File: src/rtl/yin_tau_search_if.sv
// Handshake and result bundle between a dt' producer and the YIN tau search block.
// The master side feeds search settings and samples; the slave side returns the result.
interface yin_tau_search_if #(
    parameter int INTERMEDIATE_DATA_WIDTH = 64,
    parameter int TAU_BITS                = 8
);
    logic                               start;
    logic                               mode;
    logic [7:0]                         thr_pct;
    logic [INTERMEDIATE_DATA_WIDTH-1:0] average;
    logic                               dval_valid;
    logic [INTERMEDIATE_DATA_WIDTH-1:0] dval;
    logic                               dval_ready;
    logic                               busy;
    logic                               done;
    logic                               periodic;
    logic [TAU_BITS-1:0]                min_tau;
    logic [INTERMEDIATE_DATA_WIDTH-1:0] min_val;

    modport master (
        output start, mode, thr_pct, average, dval_valid, dval,
        input  dval_ready, busy, done, periodic, min_tau, min_val
    );

    modport slave (
        input  start, mode, thr_pct, average, dval_valid, dval,
        output dval_ready, busy, done, periodic, min_tau, min_val
    );
endinterface

File: src/rtl/yin_tau_search.sv
// Streams MAX_TAU dt' samples and picks the YIN period estimate: the first threshold dip
// (mode 0), the local minimum following that dip (mode 1), or the global minimum if no dip occurs.
module yin_tau_search #(
    parameter int INTERMEDIATE_DATA_WIDTH = 64,
    parameter int MAX_TAU                 = 40,
    parameter int MIN_TAU                 = 2,
    parameter int TAU_BITS                = 8
) (
    input logic            clk,
    input logic            reset,
    yin_tau_search_if.slave bus
);
    localparam int LP_PW = INTERMEDIATE_DATA_WIDTH + 8;
    localparam logic [TAU_BITS-1:0] LP_MIN_IDX  = TAU_BITS'(MIN_TAU);
    localparam logic [TAU_BITS-1:0] LP_LAST_IDX = TAU_BITS'(MAX_TAU - 1);

    typedef enum logic [2:0] {
        IDLE,
        SCAN,
        DESCEND,
        DRAIN,
        DONE
    } state_t;

    state_t r_state;
    state_t w_nextState;

    logic                               r_mode;
    logic [7:0]                         r_thrPct;
    logic [INTERMEDIATE_DATA_WIDTH-1:0] r_average;
    logic [TAU_BITS-1:0]                r_idx;

    logic [INTERMEDIATE_DATA_WIDTH-1:0] r_gminVal;
    logic [TAU_BITS-1:0]                r_gminTau;
    logic                               r_gminValid;
    logic [INTERMEDIATE_DATA_WIDTH-1:0] r_candVal;
    logic [TAU_BITS-1:0]                r_candTau;

    logic [TAU_BITS-1:0]                r_minTau;
    logic [INTERMEDIATE_DATA_WIDTH-1:0] r_minVal;
    logic                               r_periodic;

    logic             w_ready;
    logic             w_busy;
    logic             w_done;
    logic             w_accept;
    logic             w_last;
    logic             w_eligible;
    logic             w_pass;
    logic             w_newMin;
    logic             w_below;
    logic [LP_PW-1:0] w_lhs;
    logic [LP_PW-1:0] w_rhs;

    // Both products fit in LP_PW bits, so the compare is exact without any division.
    assign w_lhs      = LP_PW'(bus.dval) * LP_PW'(100);
    assign w_rhs      = LP_PW'(r_average) * LP_PW'(r_thrPct);
    assign w_pass     = (w_lhs < w_rhs);
    assign w_accept   = bus.dval_valid && w_ready;
    assign w_last     = (r_idx == LP_LAST_IDX);
    assign w_eligible = (r_idx >= LP_MIN_IDX);
    assign w_newMin   = !r_gminValid || (bus.dval < r_gminVal);
    assign w_below    = (bus.dval < r_candVal);

    always_ff @(posedge clk or posedge reset) begin
        if (reset) begin
            r_state <= IDLE;
        end else begin
            r_state <= w_nextState;
        end
    end

    always_comb begin
        w_nextState = r_state;
        w_ready     = 1'b0;
        w_busy      = 1'b1;
        w_done      = 1'b0;
        case (r_state)
            IDLE: begin
                w_busy = 1'b0;
                if (bus.start) begin
                    w_nextState = SCAN;
                end
            end
            SCAN: begin
                w_ready = 1'b1;
                if (bus.dval_valid) begin
                    if (w_last) begin
                        w_nextState = DONE;
                    end else if (w_eligible && w_pass) begin
                        w_nextState = r_mode ? DESCEND : DRAIN;
                    end
                end
            end
            DESCEND: begin
                w_ready = 1'b1;
                if (bus.dval_valid) begin
                    if (w_last) begin
                        w_nextState = DONE;
                    end else if (!w_below) begin
                        w_nextState = DRAIN;
                    end
                end
            end
            DRAIN: begin
                w_ready = 1'b1;
                if (bus.dval_valid && w_last) begin
                    w_nextState = DONE;
                end
            end
            DONE: begin
                w_done      = 1'b1;
                w_nextState = IDLE;
            end
            default: begin
                w_nextState = IDLE;
            end
        endcase
    end

    always_ff @(posedge clk or posedge reset) begin
        if (reset) begin
            r_mode      <= 1'b0;
            r_thrPct    <= '0;
            r_average   <= '0;
            r_idx       <= '0;
            r_gminVal   <= '0;
            r_gminTau   <= '0;
            r_gminValid <= 1'b0;
            r_candVal   <= '0;
            r_candTau   <= '0;
            r_minTau    <= '0;
            r_minVal    <= '0;
            r_periodic  <= 1'b0;
        end else begin
            if (r_state == IDLE && bus.start) begin
                r_mode      <= bus.mode;
                r_thrPct    <= bus.thr_pct;
                r_average   <= bus.average;
                r_idx       <= '0;
                r_gminVal   <= '0;
                r_gminTau   <= '0;
                r_gminValid <= 1'b0;
                r_candVal   <= '0;
                r_candTau   <= '0;
                r_minTau    <= '0;
                r_minVal    <= '0;
                r_periodic  <= 1'b0;
            end

            if (w_accept) begin
                r_idx <= r_idx + TAU_BITS'(1);
            end

            // A dip on the very last sample in mode 1 is already its own local minimum.
            if (w_accept && r_state == SCAN && w_eligible) begin
                if (w_pass) begin
                    r_candVal <= bus.dval;
                    r_candTau <= r_idx;
                    if (!r_mode || w_last) begin
                        r_minTau   <= r_idx;
                        r_minVal   <= bus.dval;
                        r_periodic <= 1'b1;
                    end
                end else begin
                    if (w_newMin) begin
                        r_gminVal   <= bus.dval;
                        r_gminTau   <= r_idx;
                        r_gminValid <= 1'b1;
                    end
                    if (w_last) begin
                        r_minTau   <= w_newMin ? r_idx : r_gminTau;
                        r_minVal   <= w_newMin ? bus.dval : r_gminVal;
                        r_periodic <= 1'b0;
                    end
                end
            end

            if (w_accept && r_state == DESCEND) begin
                if (w_below) begin
                    r_candVal <= bus.dval;
                    r_candTau <= r_idx;
                end
                if (!w_below || w_last) begin
                    r_minTau   <= w_below ? r_idx : r_candTau;
                    r_minVal   <= w_below ? bus.dval : r_candVal;
                    r_periodic <= 1'b1;
                end
            end
        end
    end

    assign bus.dval_ready = w_ready;
    assign bus.busy       = w_busy;
    assign bus.done       = w_done;
    assign bus.periodic   = r_periodic;
    assign bus.min_tau    = r_minTau;
    assign bus.min_val    = r_minVal;
endmodule

File: src/flat_wrapper.sv
// flat-port wrapper written by rule: the top's interface ports become plain ports
module yin_tau_search_flat 
#(
    parameter int INTERMEDIATE_DATA_WIDTH = 64,
    parameter int MAX_TAU                 = 40,
    parameter int MIN_TAU                 = 2,
    parameter int TAU_BITS                = 8
)
  (clk, reset, bus_start, bus_mode, bus_thr_pct, bus_average, bus_dval_valid, bus_dval, bus_dval_ready, bus_busy, bus_done, bus_periodic, bus_min_tau, bus_min_val);
  yin_tau_search_if #(.INTERMEDIATE_DATA_WIDTH(INTERMEDIATE_DATA_WIDTH), .TAU_BITS(TAU_BITS)) bus_i ();
  input logic clk;
  input logic reset;
  input wire logic [$bits(bus_i.start)-1:0] bus_start;
  input wire logic [$bits(bus_i.mode)-1:0] bus_mode;
  input wire logic [$bits(bus_i.thr_pct)-1:0] bus_thr_pct;
  input wire logic [$bits(bus_i.average)-1:0] bus_average;
  input wire logic [$bits(bus_i.dval_valid)-1:0] bus_dval_valid;
  input wire logic [$bits(bus_i.dval)-1:0] bus_dval;
  output wire logic [$bits(bus_i.dval_ready)-1:0] bus_dval_ready;
  output wire logic [$bits(bus_i.busy)-1:0] bus_busy;
  output wire logic [$bits(bus_i.done)-1:0] bus_done;
  output wire logic [$bits(bus_i.periodic)-1:0] bus_periodic;
  output wire logic [$bits(bus_i.min_tau)-1:0] bus_min_tau;
  output wire logic [$bits(bus_i.min_val)-1:0] bus_min_val;
  assign bus_i.start = bus_start;
  assign bus_i.mode = bus_mode;
  assign bus_i.thr_pct = bus_thr_pct;
  assign bus_i.average = bus_average;
  assign bus_i.dval_valid = bus_dval_valid;
  assign bus_i.dval = bus_dval;
  assign bus_dval_ready = bus_i.dval_ready;
  assign bus_busy = bus_i.busy;
  assign bus_done = bus_i.done;
  assign bus_periodic = bus_i.periodic;
  assign bus_min_tau = bus_i.min_tau;
  assign bus_min_val = bus_i.min_val;
  yin_tau_search #(.INTERMEDIATE_DATA_WIDTH(INTERMEDIATE_DATA_WIDTH), .MAX_TAU(MAX_TAU), .MIN_TAU(MIN_TAU), .TAU_BITS(TAU_BITS)) u_core (.clk(clk), .reset(reset), .bus(bus_i));
endmodule
File: config.mk
export PLATFORM = sky130hd
export DESIGN_NAME = yin_tau_search_flat
export DESIGN_NICKNAME = d
export VERILOG_FILES = /design/src/rtl/yin_tau_search_if.sv /design/src/rtl/yin_tau_search.sv /design/src/flat_wrapper.sv
export SDC_FILE = /design/constraint.sdc
export NUM_CORES = 2
export LEC_CHECK = 0
export CAP_MARGIN = 15
export CORE_MARGIN = 2
export CORE_UTILIZATION = 63
export DETAILED_ROUTE_END_ITERATION = 10
export MAX_ROUTING_LAYER = met4
export PLACE_DENSITY = 0.84
export SYNTH_ARGS = -nofsm -noshare
export SYNTH_HDL_FRONTEND = slang
export SYNTH_SLANG_ARGS = --single-unit
File: constraint.sdc
create_clock -name clk -period 13 [get_ports clk]
set_clock_uncertainty 0.15 [all_clocks]
set_input_delay 1.3 -clock clk [delete_from_list [all_inputs] [get_ports clk]]
set_output_delay 1.3 -clock clk [all_outputs]
set_load 0.02 [all_outputs]
==> summary.txt <==
Critical path
  – R2r worst-path depth: 33
  – Critical path type: reg2reg
  – Critical Path Fanout Max: 88
  – Worst Setup End Kind: flip-flop
  – Flop2flop setup slack: 1.87 ns
  – Critical path origin: u_core.r_thrPct[3]
  – CP dominant cell by count: fa_1
  – Worst R2R End: u_core.r_candTau[7]
  – Worst Path Required: 13.27 ns
  – Worst R2R Start: u_core.r_thrPct[3]
  – Startpoint class of the critical path: flip-flop
  – CP max stage delay: 0.90 ns
  – Slowest-stage cell, CP: dfrtp_1
  – Worst EP arrival: 11.39 ns

Clock tree
  – Cts bufs inserted: 35
  – Post-CTS setup buffer count: 0
  – CTS resizes: 0
  – Deepest clock path buffer count: 3
  – Clock net sink count: 302
  – Clk slew on worst S/H paths: 0.06 ns
  – Hold buffer count at CTS: 0
  – Clock Latency Late Sink: 0.57 ns
  – TritonCTS clock tree: yes
  – Clock root cell: clkbuf_16
  – H-tree levels: 2

Yosys
  – Synth cell types: 77
  – Async S/R FF share, synth: 100%
  – Ranking of synthesized cells by area: fa_1, dfrtp_1, ha_1, inv_1, and2_1
  – Post-synth top cells: inv_1, nand2_1, ha_1
  – Mapped Area: 41,500 sq um
  – Synth warn: 0
  – Synth top area share: 20.8%
  – Cell with the most instances after synthesis: inv_1
  – Post-synthesis average cell area: 8.52 sq um
  – Cells after Synth: 4,875
  – Synth area leader: fa_1
  – Top FF cell, synth: dfrtp_1
  – Sequential area share after synthesis: 18.2%
  – Syn_nets: 5,932
  – Number of synthesized flops with an enable pin: 0
  – Synthesis-stage register bit count: 302

Detailed routing
  – DR vias/cell: 5.94
  – Number of DRC markers in iteration 0: 2,468
  – Drt first pass iters: 6
  – Detailed Route WL: 103 mm
  – WL/cell: 17.7 um
  – Post-DRT Antenna Nets: 0
  – Via count of the routed design: 34,642
  – # DRC: 0

Global routing
  – GRT overflow: 0
  – Largest net degree at the start of global routing: 112
  – First-pass GRT wire length: 173 mm
  – Initial antenna violation count: 0
  – Vias in the first global route: 35,289
  – Total track usage: 32.0%

Floorplan
  – Die area: 68,000 sq um
  – Die H: 261 um
  – Num rows: 94
  – Width of the chip: 261 um
  – Core Region: 65,500 sq um
  – I/O Pins: 217
  – Initial core utilization: 63.4%

Cells and area
  – # diodes: 0
  – Layout cells sized above 1: 3.64%
  – Area delta synth->final: 9.14%
  – Nets: 5,999

Placement
  – Port Buffers: 216
  – DPL Wire Length: 78.6 mm
  – Gpl congestion: 0.925

Min path
  – End of the worst hold path: u_core.r_candTau[1]
  – Hold Crit Depth: 2
  – Hold Path Class: reg2reg
  – Hold wc startpoint: u_core.r_candTau[1]

STA
  – Final min period: 11.13 ns
  – Max Clock Freq: 89.9 MHz
  – Worst slew margin: 24.3%
  – Endpoints failing setup: 0
  – Worst slew pin tran: 1.11 ns
  – Max Slew Vio Count: 0
  – Fin crit share: 85.6%
  – Fin. Hold Viols: 0
  – Setup TNS: 0 ns
  – RSZ-0062 raised after global routing: no

Job
  – Max cap viols: 0

Run status
  – Outcome: completed
-- layout by cell type, fill, tap and decap left out, types with 51 or more instances in the layout --
cell type / netlist / layout
ha_1: 485 / 485
xnor2_1: 75 / 75
nand2_1: 575 / 572
dfrtp_1: 302 / 302
o21ai_1: 96 / 96
nor2_1: 172 / 172
a21o_1: 176 / 176
nand4_1: 62 / 62
xor2_1: 51 / 51
nand3_1: 54 / 54
a21oi_1: 198 / 198
mux2_2: 74 / 74
and2_1: 392 / 391
o21ai_0: 183 / 182
a221oi_1: 75 / 75
o22ai_1: 72 / 72
clkdlybuf4s50_1: 0 / 216
fa_1: 431 / 431
inv_1: 843 / 842
-- sequential cells by signal (all words and copies together) (netlist names), 3 cells and up --
signal / flops
u_core.r_candTau: 8
u_core.r_idx: 8
u_core.r_thrPct: 8
u_core.r_average: 64
u_core.bus.min_val: 64
u_core.r_gminTau: 8
u_core.bus.min_tau: 8
u_core.r_candVal: 64
u_core.r_state: 3
u_core.r_gminVal: 64
-- worst max-delay path by stage --
| stage | end | slack (ns) | cells after the start |
|---|---|---|---|
| 3_3_place_gp | u_core.r_candVal[63] | 2.41 | 33 |
| 6_report | u_core.r_candTau[7] | 1.87 | 33 |
| 5_1_grt | u_core.r_candTau[7] | 1.19 | 33 |
| 2_1_floorplan | u_core.bus.min_tau[0] | 3.20 | 1 |
| 3_5_place_dp | u_core.r_candTau[7] | 2.18 | 33 |
| 4_1_cts | u_core.r_candTau[7] | 2.11 | 33 |
-- cell families after synthesis --
kind of cell | Yosys count | synth area share [%]
simple gates | 1403 | 16.6
buf+inv | 1054 | 9.68
compound gates | 1000 | 15.5
fa+ha+maj | 916 | 35.4
flops | 302 | 18.2
xor+xnor | 126 | 2.66
mux | 74 | 2.01
-- critical path: cells and delay by family, from the launching register on --
family                     cells  cell delay, ns
AOI/OAI and AO/OA             16            4.58
adders and majority gates      6            2.66
and+or+nand+nor                5            1.38
buffers and inverters          5            1.04
DFF                            1            0.90
xor gates and xnor gates       1            0.16
-- per-stage QoR --
stage | cell area, sq um | cells | setup WS (ns) | hold slack [ns] | util [%]
floorplan | 41500 | 4875 | 3.20 | 0.322 | -
CTS | 45300 | 5833 | 2.11 | 0.369 | 69.2
detailed placement | 44200 | 5769 | 2.18 | 0.359 | 67.4
finish | 45300 | 5833 | 1.87 | 0.373 | 69.2
global placement | 44200 | 5769 | 2.41 | 0.354 | 67.4
global route | 45300 | 5833 | 1.19 | 0.390 | 69.2
-- metal layers --
layer  vias up  wire length (um)  track usage (%)
met5         -                 0                -
met4         0              3770             12.0
met3       268              5360             3.18
met2      1089             53300             55.4
met1     17126             41000             38.6
li1      16159                 -                -
-- area by class of cell --
| cell class | instances | area, sq um |
|---|---|---|
| fillers | 5208 | 20200 |
| multi-input cells | 3519 | 30000 |
| well taps | 864 | 1080 |
| clock buffers | 47 | 961 |
| inverters | 843 | 3170 |
| flip-flops and latches | 302 | 7560 |
| repair buffers | 241 | 2360 |
| clock inverters | 17 | 188 |
Power is not shown: default switching activity piles up to over one toggle a cycle in this logic, so the estimate is an artifact.
